### src/rtl/quad_enc_pkg.sv
// Shared types and helpers for the quadrature encoder emulator.
// Holds the FSM state encoding, direction constants and the position-to-A/B phase map.
package quad_enc_pkg;

    typedef enum logic [1:0] {
        ST_IDLE = 2'd0,
        ST_RUN  = 2'd1,
        ST_JOG  = 2'd2
    } state_t;

    localparam logic DIR_CW  = 1'b1;
    localparam logic DIR_CCW = 1'b0;

    // Two low position bits select one of four quadrature phases, Gray ordered.
    function automatic logic [1:0] phase2ab(input logic [1:0] phase);
        case (phase)
            2'd0:    return 2'b00;
            2'd1:    return 2'b10;
            2'd2:    return 2'b11;
            default: return 2'b01;
        endcase
    endfunction

endpackage

### src/rtl/quad_encoder_gen_step_prescaler.sv
// Step-rate prescaler: emits one tick every div+1 enabled cycles.
// The divider value is captured on load so the caller's div input may change mid-move.
module step_prescaler #(
    parameter int DIV_W = 16
) (
    input  logic             clk,
    input  logic             rst,
    input  logic             load,
    input  logic             enable,
    input  logic [DIV_W-1:0] div,
    output logic             tick
);

    logic [DIV_W-1:0] div_reg;
    logic [DIV_W-1:0] cnt_reg;

    always_ff @(posedge clk) begin
        if (rst) begin
            div_reg <= '0;
            cnt_reg <= '0;
        end else if (load) begin
            div_reg <= div;
            cnt_reg <= div;
        end else if (enable) begin
            if (cnt_reg == '0) begin
                cnt_reg <= div_reg;
            end else begin
                cnt_reg <= cnt_reg - DIV_W'(1);
            end
        end
    end

    assign tick = enable && (cnt_reg == '0);

endmodule

### src/rtl/quad_encoder_gen.sv
// Quadrature encoder emulator: counted moves, continuous jog and abort, producing A/B/Z
// and a position counter modulo CPR. One count at most per cycle, so A/B stay Gray coded.
module quad_encoder_gen
    import quad_enc_pkg::*;
#(
    parameter int CPR   = 4096,
    parameter int POS_W = 12,
    parameter int CNT_W = 16,
    parameter int DIV_W = 16
) (
    input  logic             clk,
    input  logic             rst,
    input  logic             cmd_valid,
    output logic             cmd_ready,
    input  logic             cmd_dir,
    input  logic [CNT_W-1:0] cmd_steps,
    input  logic [DIV_W-1:0] div,
    input  logic             jog_cw,
    input  logic             jog_ccw,
    input  logic             abort,
    output logic             A,
    output logic             B,
    output logic             Z,
    output logic [POS_W-1:0] position,
    output logic             busy,
    output logic             done
);

    localparam logic [POS_W-1:0] POS_MAX = POS_W'(CPR - 1);

    state_t           state_reg;
    logic             dir_reg;
    logic [CNT_W-1:0] remaining_reg;
    logic [POS_W-1:0] position_reg;
    logic             a_reg;
    logic             b_reg;
    logic             z_reg;
    logic             done_reg;

    logic             jog_req;
    logic             jog_stop;
    logic             load;
    logic             tick;
    logic             step_now;
    logic [POS_W-1:0] pos_next;

    assign jog_req = jog_cw ^ jog_ccw;

    // Jog ends as soon as the held direction is no longer the only one requested.
    assign jog_stop = (dir_reg == DIR_CW) ? !(jog_cw && !jog_ccw)
                                          : !(jog_ccw && !jog_cw);

    assign load = (state_reg == ST_IDLE) &&
                  (cmd_valid ? (cmd_steps != '0) : jog_req);

    assign step_now = tick && !abort &&
                      ((state_reg == ST_RUN) || ((state_reg == ST_JOG) && !jog_stop));

    always_comb begin
        pos_next = position_reg;
        if (dir_reg == DIR_CW) begin
            pos_next = (position_reg == POS_MAX) ? '0 : position_reg + POS_W'(1);
        end else begin
            pos_next = (position_reg == '0) ? POS_MAX : position_reg - POS_W'(1);
        end
    end

    step_prescaler #(
        .DIV_W (DIV_W)
    ) u_prescaler (
        .clk    (clk),
        .rst    (rst),
        .load   (load),
        .enable (state_reg != ST_IDLE),
        .div    (div),
        .tick   (tick)
    );

    always_ff @(posedge clk) begin
        if (rst) begin
            state_reg     <= ST_IDLE;
            dir_reg       <= DIR_CW;
            remaining_reg <= '0;
            position_reg  <= '0;
            a_reg         <= 1'b0;
            b_reg         <= 1'b0;
            z_reg         <= 1'b1;
            done_reg      <= 1'b0;
        end else begin
            done_reg <= 1'b0;

            if (step_now) begin
                position_reg   <= pos_next;
                {a_reg, b_reg} <= phase2ab(pos_next[1:0]);
                z_reg          <= (pos_next == '0);
            end

            case (state_reg)
                ST_IDLE: begin
                    if (cmd_valid) begin
                        dir_reg       <= cmd_dir;
                        remaining_reg <= cmd_steps;
                        if (cmd_steps == '0) begin
                            done_reg <= 1'b1;
                        end else begin
                            state_reg <= ST_RUN;
                        end
                    end else if (jog_req) begin
                        dir_reg   <= jog_cw ? DIR_CW : DIR_CCW;
                        state_reg <= ST_JOG;
                    end
                end
                ST_RUN: begin
                    if (abort) begin
                        state_reg <= ST_IDLE;
                        done_reg  <= 1'b1;
                    end else if (tick) begin
                        remaining_reg <= remaining_reg - CNT_W'(1);
                        if (remaining_reg == CNT_W'(1)) begin
                            state_reg <= ST_IDLE;
                            done_reg  <= 1'b1;
                        end
                    end
                end
                ST_JOG: begin
                    if (abort || jog_stop) begin
                        state_reg <= ST_IDLE;
                    end
                end
                default: state_reg <= ST_IDLE;
            endcase
        end
    end

    assign A         = a_reg;
    assign B         = b_reg;
    assign Z         = z_reg;
    assign position  = position_reg;
    assign done      = done_reg;
    assign busy      = (state_reg != ST_IDLE);
    assign cmd_ready = (state_reg == ST_IDLE);

endmodule

### config.mk
export PLATFORM = sky130hd
export DESIGN_NAME = quad_encoder_gen
export DESIGN_NICKNAME = d
export VERILOG_FILES = /design/src/rtl/quad_enc_pkg.sv /design/src/rtl/quad_encoder_gen_step_prescaler.sv /design/src/rtl/quad_encoder_gen.sv
export SDC_FILE = /design/constraint.sdc
export NUM_CORES = 1
export LEC_CHECK = 0
export ABC_AREA = 0
export BUFFER_PORTS_ARGS = -buffer_cell sky130_fd_sc_hd__buf_2
export CAP_MARGIN = 5
export CORE_MARGIN = 2
export CORE_UTILIZATION = 55
export CTS_CLUSTER_DIAMETER = 60
export DETAILED_ROUTE_END_ITERATION = 6
export GPL_TIMING_DRIVEN = 0
export PLACE_DENSITY = 0.85
export SLEW_MARGIN = 20
export SYNTH_ARGS = -nofsm -noshare
export SYNTH_HDL_FRONTEND = slang
export SYNTH_SLANG_ARGS = --single-unit
### constraint.sdc
create_clock -name clk -period 2.75 [get_ports clk]
set_input_delay 0.275 -clock clk [delete_from_list [all_inputs] [get_ports clk]]
set_output_delay 0.275 -clock clk [all_outputs]
set_load 0.1 [all_outputs]
# == Yosys cells after proc, flatten, opt, wreduce, memory -nomap -nowiden ==
# Cells that the tools add are included.
# W data, S select, Z words.
# classes
addsub,4
n_eq_ne,14
n_mux,30
bitwise_logic,1
n_reduce_logical,29
# ops
op,n
$mux W16,6
$mux W12,3
$logic_not A16 Y1,2
$pmux W16 S2,1
$sub A16 B1 Y16 const B,2
$logic_not A12 Y1,2
$eq A16 B1 Y1 const B,1
$reduce_bool A16 Y1,1
$mux W2,7
$add A12 B1 Y12 const B,1
$eq A12 B12 Y1 const B,1
$pmux W2 S3,2
$sub A12 B1 Y12 const B,1
$mux W1,10
$reduce_bool A2 Y1,4
$logic_and A1 B1 Y1,7
$logic_not A1 Y1,6
$ne A2 B2 Y1 const B,3
$ne A3 B2 Y1 const B,2
$ne A3 B3 Y1 const B,2
$reduce_and A5 Y1,1
$eq A2 B1 Y1 const B,2
$eq A2 B2 Y1 const B,2
$logic_not A2 Y1,2
6 further kinds,7
# totals
register_bits,67
in_bits,39
output_inout_bits,18
elab_cells,88

# == Longest topological paths before layout ==
# Gate-level depths: netlist (run 1).
# logic_depth
word_depth,8
depth_mapped,10
mapped_depth_nobuf,9

# == Modules after synthesis ==
# A second synthesis (run 1) with hierarchy kept.
# hier_totals
cells_unflattened,571
hier_area_um2,4431.8
# modules_own_cells
mod,instances,cells_per_inst,area_each_um2,seq_area_each_um2
quad_encoder_gen,1,379,2748.9,700.7
step_prescaler,1,192,1682.9,640.6

# == Worst setup path before layout (run 1) ==
# Ideal clock, no wire load.
# synth_timing
path_type,register -> register
start,register state_reg[1]
end,register position_reg[10] (netlist: position[10])
setup_ns,0.065
arrival_ns,3.909
required_time_ns,2.685
slack_ns,-1.224
path_stages_with_launch,7
n_path_buf,1
period_less_slack_ns,3.974
path_cell_list,dfxtp_1 > or2_2 > clkbuf_1 > clkinv_1 > nor3_1 > mux2_2 > nor2_1
# synth_via
elab_chain_cells,4
word_cells_on_any_way,8
cone_classes,2 x eq/ne; 6 x reduce/logical
# synth_rtl
item,line,rtl
from (decl),quad_encoder_gen.sv:31,state_t state_reg;
from (signal assigned),quad_encoder_gen.sv:81,state_reg <= ST_IDLE;
from (signal assigned),quad_encoder_gen.sv:106,state_reg <= ST_RUN;
from (signal assigned),quad_encoder_gen.sv:110,state_reg <= ST_JOG;
$reduce_bool A2 Y1,--,
net busy,quad_encoder_gen.sv:25,"output logic busy,"
$logic_and A1 B1 Y1,quad_encoder_gen_step_prescaler.sv:33,assign tick = enable && (cnt_reg == '0);
$logic_and A1 B1 Y1 (2 in a row),quad_encoder_gen.sv:56,assign step_now = tick && !abort &&
to (signal assigned),quad_encoder_gen.sv:93,position_reg <= pos_next;
to (decl),quad_encoder_gen.sv:34,logic [POS_W-1:0] position_reg;
# The timed path passes the listed nets, and every way through them passes these cells.
# A chain may end at the register's enable or synchronous reset.

# == Worst setup path after layout (run 1) ==
# layout_timing
start,register position_reg[1] (netlist: position[1])
end,register z_reg (netlist: Z)
# layout_via
elab_chain_cells,4
word_cells_on_any_way,8
cone_classes,2 x add/sub; 1 x eq/ne; 3 x mux; 2 x reduce/logical
# layout_rtl
item,line,rtl
$sub A12 B1 Y12 (tied with other cells),quad_encoder_gen.sv:64,pos_next = (position_reg == '0) ? POS_MAX : position_reg - POS_W'(1);
$mux W12 (on tied branches),"quad_encoder_gen.sv:64, quad_encoder_gen.sv:62",
$mux W12 *,quad_encoder_gen.sv:61,if (dir_reg == DIR_CW) begin
$logic_not A12 Y1 *,quad_encoder_gen.sv:95,z_reg <= (pos_next == '0);
to (signal assigned),quad_encoder_gen.sv:95,
to (decl),quad_encoder_gen.sv:37,logic z_reg;
# Mark *: on every way between the ends. The rest lies on a longest branch, timed or not.

==> metrics.cfg, run 1 <==
[outcome]
status = finished clean

[power_and_ir_drop]
sw_frac_of_total_pct = 36.02
pwr-share-seq_pct = 42.6
intPower_mw = 1.737
comb_power_share_pct = 29.8
fin_total_pwr_mw = 2.716
switchingPower_mw = 0.9783
ir_drop_mv = 0.4089
pwr-share-clk_pct = 27.6
p_per_area_mw_per_mm2 = 566.6
leakage_nw = 1.863

[cts]
cts_sinks = 67
clk_latency_ns = 0.35
cts_buffer_depth = 2
ctsHoldBuffers = 0
htreeDepth = 3
cts-root-buf = clkbuf_8
numCtsBuffers = 9
cts_tree = done
path_clk_slew_ns = 0.08

[cells_and_area]
utilization_pct = 66.09
n_antenna_cell = 0
stdcell_area_mm2 = 0.004793
areaGrowthSynthToFinish_pct = 15.81
finalNetCount = 677
fin_cells = 730
layout-drive-gt1-share_pct = 16.64
fillers = 641

[logic_synthesis]
synth-edff-count = 0
syn-mean-instance-area_um2 = 7.431
synthDistinctLibCells = 58
synth.cell_area_mm2 = 0.004139
yosysWarningCount = 0
syn_inst = 557
ys_ff_latch = 67
synth_flop_cell = dfxtp_1
syn-num-nets = 608
async_reset_ff_share_pct = 0
seq_area_frac_synth_pct = 32.41

[drt]
wl_per_cell_um = 17.14
drtAntennaViolNets = 0
drtIter0Drc = 431
drc = 0
wl_mm = 12.52
detail_route.first_pass.iterations = 5
vias_per_cell = 6.381
vias = 4658

[worst_hold_path]
min_path_type = in2reg
hold_path_depth = 3

[die]
die_w_um = 90.75
die_area_mm2 = 0.008236
fp.dieH_um = 90.75
coreArea_mm2 = 0.007253
pin_count = 57
floorplan.rows = 31
start_util_pct = 57.06

[setup_path]
path_cells = clkbuf_1 > inv_1 > ha_1 > nor2b_1 > and4_1 > or3_1 > a2bb2oi_1 > nand2_1 > or3_1 > o21ai_1
endpoint_kind = flop
crit_family = simple AND/OR/NAND/NOR gates
slowest_stage = or3_1
path_buf_inv = 2
worstPathArrival_ns = 2.98
criticalPathCategory = reg2reg
worstSetupStartpointType = flop
cp_common_cell = or3_1
worstPathRequired_ns = 3.04
cp.depth = 10
crit_path_max_fanout = 10
rr_worst_depth = 10
critPathMaxStageDelay_ns = 0.39

[timing]
fin_crit_sh_pct = 97.71
relSlewSlack_pct = 46.21
whs_ns = 0.1972
fin_skew_ns = 0.01256
rsz0062_at_grt = true
clock.fmax_mhz = 372.1
fin_crit_ns = 2.687
finalSetupViolations = 0
fin_ws_ns = 0.06288
worstMarginPinSlew_ns = 0.7996
fin_tns_setup_ns = 0
maxSlewViolCount = 0
finalHoldViolCount = 0

[global_routing]
grt_pass1_vias = 4346
overflow = 0
grt_busiest_layer = met2
grt_pass1_wl_mm = 20.45
track_usage_pct = 30.08
use_met3_pct = 4.841
grt_start_max_net_pins = 11
met2_usage_pct = 52.80
grt_util_met1_pct = 37.48
antenna_found_initial = 0

[placed_design]
io_buffer_count = 55
globalplace.congestion = 0.9641
post-place-cells = 711
dp_hpwl_mm = 8.929
dp_slack_ns = -0.1591
dpl_cell_area_mm2 = 0.004558

[flow_run]
cap_violations = 0

-- area by class of cell --
type | instances | area, um^2 | area share (%)
plain buffers | 34 | 142.6 | 2.976
multi-input cells | 438 | 2631 | 54.89
well taps | 99 | 123.9 | 2.584
clock inverters | 2 | 10.01 | 0.2088
clock buffers | 14 | 162.7 | 3.393
flip-flops and latches | 67 | 1349 | 28.14
inverters | 17 | 68.82 | 1.436
repair buffers | 59 | 305.3 | 6.369
-- metal layers --
| metal | vias to the layer above | routed length [um] |
|---|---|---|
| li1 | 2181 | - |
| met1 | 2193 | 5174 |
| met2 | 256 | 6193 |
| met3 | 28 | 953 |
| met4 | 0 | 193 |
| met5 | - | 0 |
-- power groups by stage --
stage / logic (mW) / registers, mW / clock network (mW)
finish: 0.809 / 1.16 / 0.749
global route: 0.890 / 1.17 / 0.791
CTS: 0.787 / 1.15 / 0.757
detailed placement: 0.774 / 1.17 / 0
floorplan: 0.577 / 1.16 / 0
global placement: 0.756 / 1.16 / 0
-- tightest hold or removal path: stages --
cell and delay (ns):
buf_2 0.11, nand2_1 0.05, a21oi_1 0.05
-- what timing repair did --
item / in CTS / in global routing
resized for setup: 2 / 5
endpoints found under the setup margin: 11 / 4
pin swaps: 1 / 0
buffers inserted: 4 / 0
-- synthesized netlist by cell type (all sizes together) (3+ instances only) --
cell	n	area share, %
a211oi	10	1.8
a21oi	38	4.6
a22oi	6	1.1
a2bb2oi	6	1.3
a311oi	16	3.4
a31oi	6	0.91
and4	3	0.63
buf	8	1.1
clkbuf	27	2.4
dfxtp	67	32
ha	12	3.6
inv	16	1.5
nand2	89	8.1
nand2b	5	0.76
nand3	13	1.6
nand4	7	1.1
nor2	56	5.1
nor2b	5	0.76
nor3	26	3.1
nor3b	4	0.73
nor4	16	2.8
nor4b	3	0.79
o211ai	16	2.9
o21ai	28	3.4
o22ai	3	0.45
o31ai	8	1.5
or2	4	0.60
or3	12	1.9
or3b	3	0.63
or4	5	1.0
xnor2	8	1.7
xor2	7	1.5
-- worst paths after layout --
kind	startpoint	endpoint	slack, ns
setup reg to reg	position[1]$_SDFFE_PP0P_	Z$_SDFFE_PP1P_	0.06
setup / recovery	position[1]$_SDFFE_PP0P_	Z$_SDFFE_PP1P_	0.06
hold reg to reg	u_prescaler.div_reg[0]$_SDFFE_PP0P_	u_prescaler.div_reg[0]$_SDFFE_PP0P_	0.45
hold / removal	div[0]	u_prescaler.div_reg[0]$_SDFFE_PP0P_	0.20
-- cells in the final DEF (no fill, tap or decap), types with 7 or more instances in the layout --
cell | synthesis | routed
inv_1 | 16 | 16
a21oi_1 | 38 | 38
o21ai_0 | 27 | 26
o211ai_1 | 16 | 16
nor2_1 | 56 | 56
buf_2 | 5 | 60
dfxtp_1 | 67 | 63
nand2_1 | 89 | 89
ha_1 | 12 | 12
a311oi_1 | 16 | 16
nand4_1 | 7 | 7
a211oi_1 | 10 | 10
nor4_1 | 15 | 13
xor2_1 | 7 | 7
nor3_1 | 26 | 24
clkbuf_8 | 0 | 11
nand3_1 | 13 | 13
clkbuf_1 | 27 | 28
xnor2_1 | 8 | 8
o31ai_1 | 8 | 7
or3_1 | 11 | 11
-- cell families after synthesis --
family / after synthesis / synth area share [%]
multiplexers: 3 / 0.7557
AO/OA/AOI/OAI: 155 / 25.12
buffers and inverters: 52 / 5.048
AND/OR/NAND/NOR: 253 / 29.87
flip-flops: 67 / 32.41
XOR/XNOR: 15 / 3.174
adder cells (fa/ha/maj): 12 / 3.627
Note: power is estimated with default switching activity, not from simulation.
==> run 2: changes to the inputs <==
PLACE_DENSITY = 0.77   (was 0.85)
==> run 2 against run 1 <==
Effect of this change:
- via count decreased by 2.1%
- non-clock buffer count decreased by 2
- final cell count decreased by 0.41%
- first-iteration DRC count decreased by 12%
- clock-buffer cell count decreased by 5
- global-route usage increased by 0.48 points
- die area unchanged
- fmax increased by 1.4%
- sequential cell count unchanged
- critical path depth decreased by 3
==> metrics.cfg, run 2 (synthesized netlist as in run 1, its figures left out) <==
[setup_path]
criticalPathCategory = reg2reg
timing.rr.end = Z$_SDFFE_PP1P_
cp.depth = 7  ; -3
rrSetupSlack_ns = 0.1  ; +0.04 ns
worstPathRequired_ns = 3.03  ; about the same
path_cells = or3_4 > or4_4 > nor4_4 > nor4b_2 > and4_1 > nand4_1 > o21ai_1
rr_worst_depth = 7  ; -3
endpoint_kind = flop
slowest_stage = or4_4
rr_startpoint = u_prescaler.cnt_reg[4]$_SDFFE_PP0P_
path_buf_inv = 0  ; -2
worstSetupStartpointType = flop
crit_family = simple AND/OR/NAND/NOR gates
crit_path_max_fanout = 7  ; -3
critPathMaxStageDelay_ns = 0.51  ; +0.12 ns
worstPathArrival_ns = 2.93  ; -0.05 ns

[cells_and_area]
layout-drive-gt1-share_pct = 16.88  ; +0.24 points
finalNetCount = 675  ; -0.30%
n_antenna_cell = 0  ; unchanged
layout.cells.most_common = nand2_1
final_cell_mix = nand2_1 (89), dfxtp_1 (63), buf_2 (60), nor2_1 (56), a21oi_1 (38)
areaGrowthSynthToFinish_pct = 17.20
fin_cells = 727  ; -0.41%

[placed_design]
io_buffer_count = 55  ; unchanged
post-place-cells = 711  ; unchanged
globalplace.congestion = 0.9893  ; +2.6%
dp_hpwl_mm = 9.050  ; +1.4%
dp_slack_ns = -0.1118  ; +0.04730 ns

[global_routing]
use_met3_pct = 6.010  ; +1.2 points
antenna_found_initial = 0  ; unchanged
overflow = 0  ; unchanged
grt_busiest_layer = met2
track_usage_pct = 30.56  ; +0.48 points
met2_usage_pct = 49.13  ; -3.7 points
grt_util_met1_pct = 38.66  ; +1.2 points
grt_start_max_net_pins = 13  ; +2
grt_pass1_wl_mm = 20.42  ; -0.17%
grt_pass1_vias = 4353  ; +0.16%

[drt]
drc = 0  ; unchanged
vias = 4559  ; -2.1%
drtAntennaViolNets = 0  ; unchanged
wl_mm = 12.33  ; -1.5%
detail_route.first_pass.iterations = 5  ; unchanged
wl_per_cell_um = 16.96  ; -1.1%
drtIter0Drc = 381  ; -12%
vias_per_cell = 6.271  ; -1.7%

[die]
start_util_pct = 57.06  ; unchanged
die_w_um = 90.75  ; unchanged
floorplan.rows = 31  ; unchanged
fp.dieH_um = 90.75  ; unchanged
coreArea_mm2 = 0.007253  ; unchanged
die_area_mm2 = 0.008236  ; unchanged
pin_count = 57  ; unchanged

[cts]
htreeDepth = 3  ; unchanged
cts_tree = done
cts-root-buf = clkbuf_8
cts_sinks = 67  ; unchanged
cts_buffer_depth = 2  ; unchanged
clk_latency_ns = 0.35  ; about the same
ctsHoldBuffers = 0  ; unchanged
numCtsBuffers = 9  ; unchanged
path_clk_slew_ns = 0.09  ; about the same

[power_and_ir_drop]
sw_frac_of_total_pct = 33.74  ; -2.3 points
leakage_nw = 1.886  ; +1.3%
fin_total_pwr_mw = 2.957  ; +8.9%
switchingPower_mw = 0.9976  ; +2.0%
p_per_area_mw_per_mm2 = 609.5  ; +7.6%
pwr-share-clk_pct = 34.0  ; +6.4 points
ir_drop_mv = 0.3531  ; -14%
comb_power_share_pct = 27.1  ; -2.7 points
intPower_mw = 1.959  ; +13%
pwr-share-seq_pct = 38.9  ; -3.7 points

[timing]
fin_tns_setup_ns = 0  ; unchanged
fin_skew_ns = 0.01957  ; +0.007018 ns
rsz0062_at_grt = false
maxSlewViolCount = 0  ; unchanged
finalHoldViolCount = 0  ; unchanged
finalSetupViolations = 0  ; unchanged
fin_ws_ns = 0.09896  ; +0.03608 ns
fin_crit_ns = 2.651  ; -0.03608 ns
fin_crit_sh_pct = 96.40  ; -1.3 points
clock.fmax_mhz = 377.2  ; +1.4%
whs_ns = 0.1867  ; -0.01051 ns
worstMarginPinSlew_ns = 0.7805  ; -0.01904 ns
relSlewSlack_pct = 47.49  ; +1.3 points

[outcome]
status = finished clean

[worst_hold_path]
hold_path_depth = 3  ; unchanged
min_path_type = in2reg
whs_endpoint = u_prescaler.div_reg[10]$_SDFFE_PP0P_
holdCritStartpoint = div[10]

[flow_run]
cap_violations = 0  ; unchanged

run 2: cell types whose count changed in the layout (fill, tap and decap cells not counted), sizes merged:
cell	before	now
clkbuf	40	34
bufinv	0	3
clkinvlp	0	1
buf	67	66
run 2: what timing repair did:
| action | CTS | global route |
|---|---|---|
| buffers inserted | 2 | 1 |
| hold endpoints to repair | 0 | 0 |
| pin swaps | 1 | 1 |
| gates resized for setup | 3 | 6 |
| setup endpoints to repair | 8 | 3 |
run 2: layout make-up:
| cell class | instances | area (um^2) |
|---|---|---|
| Tap cell | 99 | 123.9 |
| Fill cell | 659 | 2402 |
| Multi-Input combinational cell | 438 | 2633 |
| Timing Repair Buffer | 58 | 297.8 |
| Clock buffer | 9 | 123.9 |
| Buffer | 33 | 140.1 |
| Clock inverter | 6 | 115.1 |
| Sequential cell | 67 | 1349 |
| Inverter | 17 | 68.82 |
run 2: worst max-delay path by stage:
| stage | from | endpoint | slack (ns) |
|---|---|---|---|
| 2_1_floorplan | position[1]$_SDFFE_PP0P_ | Z$_SDFFE_PP1P_ | 0.02 |
| 3_3_place_gp | u_prescaler.cnt_reg[7]$_SDFFE_PP0P_ | position[10]$_SDFFE_PP0P_ | -0.1 |
| 3_5_place_dp | u_prescaler.cnt_reg[7]$_SDFFE_PP0P_ | position[10]$_SDFFE_PP0P_ | -0.11 |
| 4_1_cts | position[4]$_SDFFE_PP0P_ | Z$_SDFFE_PP1P_ | 0.06 |
| 5_1_grt | u_prescaler.cnt_reg[4]$_SDFFE_PP0P_ | Z$_SDFFE_PP1P_ | 0.02 |
| 6_report | u_prescaler.cnt_reg[4]$_SDFFE_PP0P_ | Z$_SDFFE_PP1P_ | 0.1 |
run 2: worst min-delay path, stage by stage:
cell and delay, ns:
buf_2 0.09, nand2_1 0.07, a21oi_1 0.06
run 2: power groups by stage:
stage | sequential [mW] | combinational (mW) | clock, mW
floorplan | 1.16 | 0.577 | 0
global placement | 1.16 | 0.764 | 0
detailed placement | 1.17 | 0.778 | 0
CTS | 1.15 | 0.787 | 1.02
global route | 1.16 | 0.886 | 1.06
finish | 1.15 | 0.801 | 1.01
run 2: layer usage:
metal  up-vias  part of all wire, %
li1       2185                    -
met1      2142                   42
met2       198                   48
met3        34                  7.8
met4         0                  2.9
met5         -                    0
run 2: through the flow:
step	util (%)	instance area [um^2]
5_1_grt	66.88	4851
4_1_cts	66.57	4828
3_3_place_gp	62.84	4558
6_report	66.88	4851
3_5_place_dp	62.84	4558
2_1_floorplan	-	4159
==> run 3: changes to the inputs <==
BUFFER_PORTS_ARGS = -buffer_cell sky130_fd_sc_hd__buf_4   (was -buffer_cell sky130_fd_sc_hd__buf_2)
==> run 3 against run 2 <==
Effect of this change:
- die area stayed put
- utilization is 1.1 points higher
- critical path type unchanged
- critical path depth is 2 higher
- clock-buffer cell count is 3 higher
==> metrics.cfg, run 3 (synthesized netlist as in run 1, its figures left out) <==
[drt]
drtIter0Drc = 381  ; unchanged
wl_mm = 12.64  ; +2.5%
wl_per_cell_um = 17.34  ; +2.2%
drc = 0  ; unchanged
detail_route.first_pass.iterations = 7  ; +2
drtAntennaViolNets = 0  ; unchanged
vias_per_cell = 6.224  ; -0.76%
vias = 4537  ; -0.48%

[setup_path]
criticalPathCategory = reg2reg
rr_startpoint = u_prescaler.cnt_reg[0]$_SDFFE_PP0P_
worstPathArrival_ns = 2.85  ; -0.08 ns
endpoint_kind = flop
worstPathRequired_ns = 3.01  ; -0.02 ns
worstSetupStartpointType = flop
critPathLaunch = u_prescaler.cnt_reg[0]$_SDFFE_PP0P_
rr_worst_depth = 9  ; +2
crit_path_max_fanout = 6  ; -1

[timing]
whs_ns = 0.2036  ; +0.01691 ns
clock.fmax_mhz = 386.8  ; +2.6%
fin_crit_sh_pct = 94.00  ; -2.4 points
relSlewSlack_pct = 37.30  ; -10 points
maxSlewViolCount = 0  ; unchanged
fin_crit_ns = 2.585  ; -0.06594 ns
finalSetupViolations = 0  ; unchanged
fin_skew_ns = 0.01309  ; -0.006485 ns
finalHoldViolCount = 0  ; unchanged
fin_tns_setup_ns = 0  ; unchanged
worstMarginPinSlew_ns = 0.9319  ; +0.1514 ns
rsz0062_at_grt = false

[global_routing]
grt_pass1_wl_mm = 20.99  ; +2.8%
track_usage_pct = 31.24  ; +0.68 points
antenna_found_initial = 0  ; unchanged
grt_start_max_net_pins = 12  ; -1
overflow = 0  ; unchanged
grt_pass1_vias = 4364  ; +0.25%

[cells_and_area]
layout-drive-gt1-share_pct = 16.83  ; -0.054 points
areaGrowthSynthToFinish_pct = 19.20
fin_cells = 729  ; +0.28%
n_antenna_cell = 0  ; unchanged
finalNetCount = 676  ; +0.15%
final_cell_mix = nand2_1 (89), dfxtp_1 (63), buf_4 (59), nor2_1 (56), a21oi_1 (38)
multi_input_area_mm2 = 0.002639  ; +0.24%
regArea_mm2 = 0.001349  ; unchanged
fillers = 657  ; -0.30%
layout.cells.most_common = nand2_1

[die]
start_util_pct = 57.06  ; unchanged
die_w_um = 90.75  ; unchanged
fp.dieH_um = 90.75  ; unchanged
floorplan.rows = 31  ; unchanged
pin_count = 57  ; unchanged
die_area_mm2 = 0.008236  ; unchanged
coreArea_mm2 = 0.007253  ; unchanged

[cts]
htreeDepth = 3  ; unchanged
cts_buffer_depth = 2  ; unchanged
cts_sinks = 67  ; unchanged
path_clk_slew_ns = 0.08  ; about the same
clk_latency_ns = 0.35  ; about the same
cts_tree = done
cts-root-buf = clkbuf_8
ctsHoldBuffers = 0  ; unchanged
numCtsBuffers = 9  ; unchanged

[placed_design]
dp_hpwl_mm = 9.201  ; +1.7%
io_buffer_count = 55  ; unchanged
globalplace.congestion = 1.009  ; +2.0%
post-place-cells = 711  ; unchanged

[flow_run]
cap_violations = 0  ; unchanged

[worst_hold_path]
min_path_type = in2reg
holdCritStartpoint = div[7]
hold_path_depth = 3  ; unchanged

[power_and_ir_drop]
ir_drop_mv = 0.3389  ; -4.0%
leakage_nw = 1.893  ; +0.35%
fin_total_pwr_mw = 2.734  ; -7.5%
p_per_area_mw_per_mm2 = 554.2  ; -9.1%

[outcome]
status = finished clean

-- run 3: cell types whose count changed in the layout (fill, tap and decap cells not counted), sizes merged --
cell,delta
bufinv,-3
clkbuf,+3
buf,+1
clkinv,+1
-- run 3: worst max-delay path: stages (launching register included) --
cell and delay [ns]:
dfxtp_1 0.37, inv_1 0.10, ha_1 0.18, or3b_2 0.50
or2_2 0.36, or4_1 0.43, xor2_1 0.15, nand2_1 0.07
o211ai_1 0.08, a311oi_1 0.27
-- run 3: final timing paths --
| path | slack [ns] | endpoint |
|---|---|---|
| worst min register to register | 0.46 | u_prescaler.div_reg[8]$_SDFFE_PP0P_ |
| worst min-delay path | 0.20 | u_prescaler.div_reg[7]$_SDFFE_PP0P_ |
| worst max register to register | 0.16 | u_prescaler.cnt_reg[10]$_SDFFE_PP0P_ |
| worst max-delay path | 0.16 | u_prescaler.cnt_reg[10]$_SDFFE_PP0P_ |
-- run 3: what timing repair did --
action,CTS,global route
hold endpoints to repair,0,0
pin swaps,1,0
gates resized for setup,3,5
setup endpoints to repair,9,8
setup buffers,4,0
-- run 3: final cells by class --
cell class                      instances  share of cell area, %
Tap cell                               99                  2.511
Multi-Input combinational cell        438                  53.49
Sequential cell                        67                  27.34
Clock inverter                          4                 0.5326
Inverter                               17                  1.395
Buffer                                 33                  2.815
Clock buffer                           12                  2.942
Timing Repair Buffer                   59                  8.978
-- run 3: routing by layer --
metal	share of wire (%)	global-route usage, %	up-vias
met1	42	39.30	2130
met3	7.3	5.259	32
met4	2.7	11.54	0
met2	48	53.54	199
li1	-	-	2176
met5	0	0	-
-- run 3: report_power, final --
part,total (mW),internal [mW],switching (mW)
Combinational,0.832,0.326,0.506
Sequential,1.15,1.05,0.100
Clock,0.747,0.351,0.396
-- run 3: metrics by stage --
step	setup slack [ns]	area, um^2	utilization (%)
2_1_floorplan	0.02028	4159	-
3_3_place_gp	-0.1713	4696	64.74
3_5_place_dp	-0.2123	4696	64.74
4_1_cts	0.07258	4913	67.74
5_1_grt	0.02664	4933	68.02
6_report	0.1649	4933	68.02
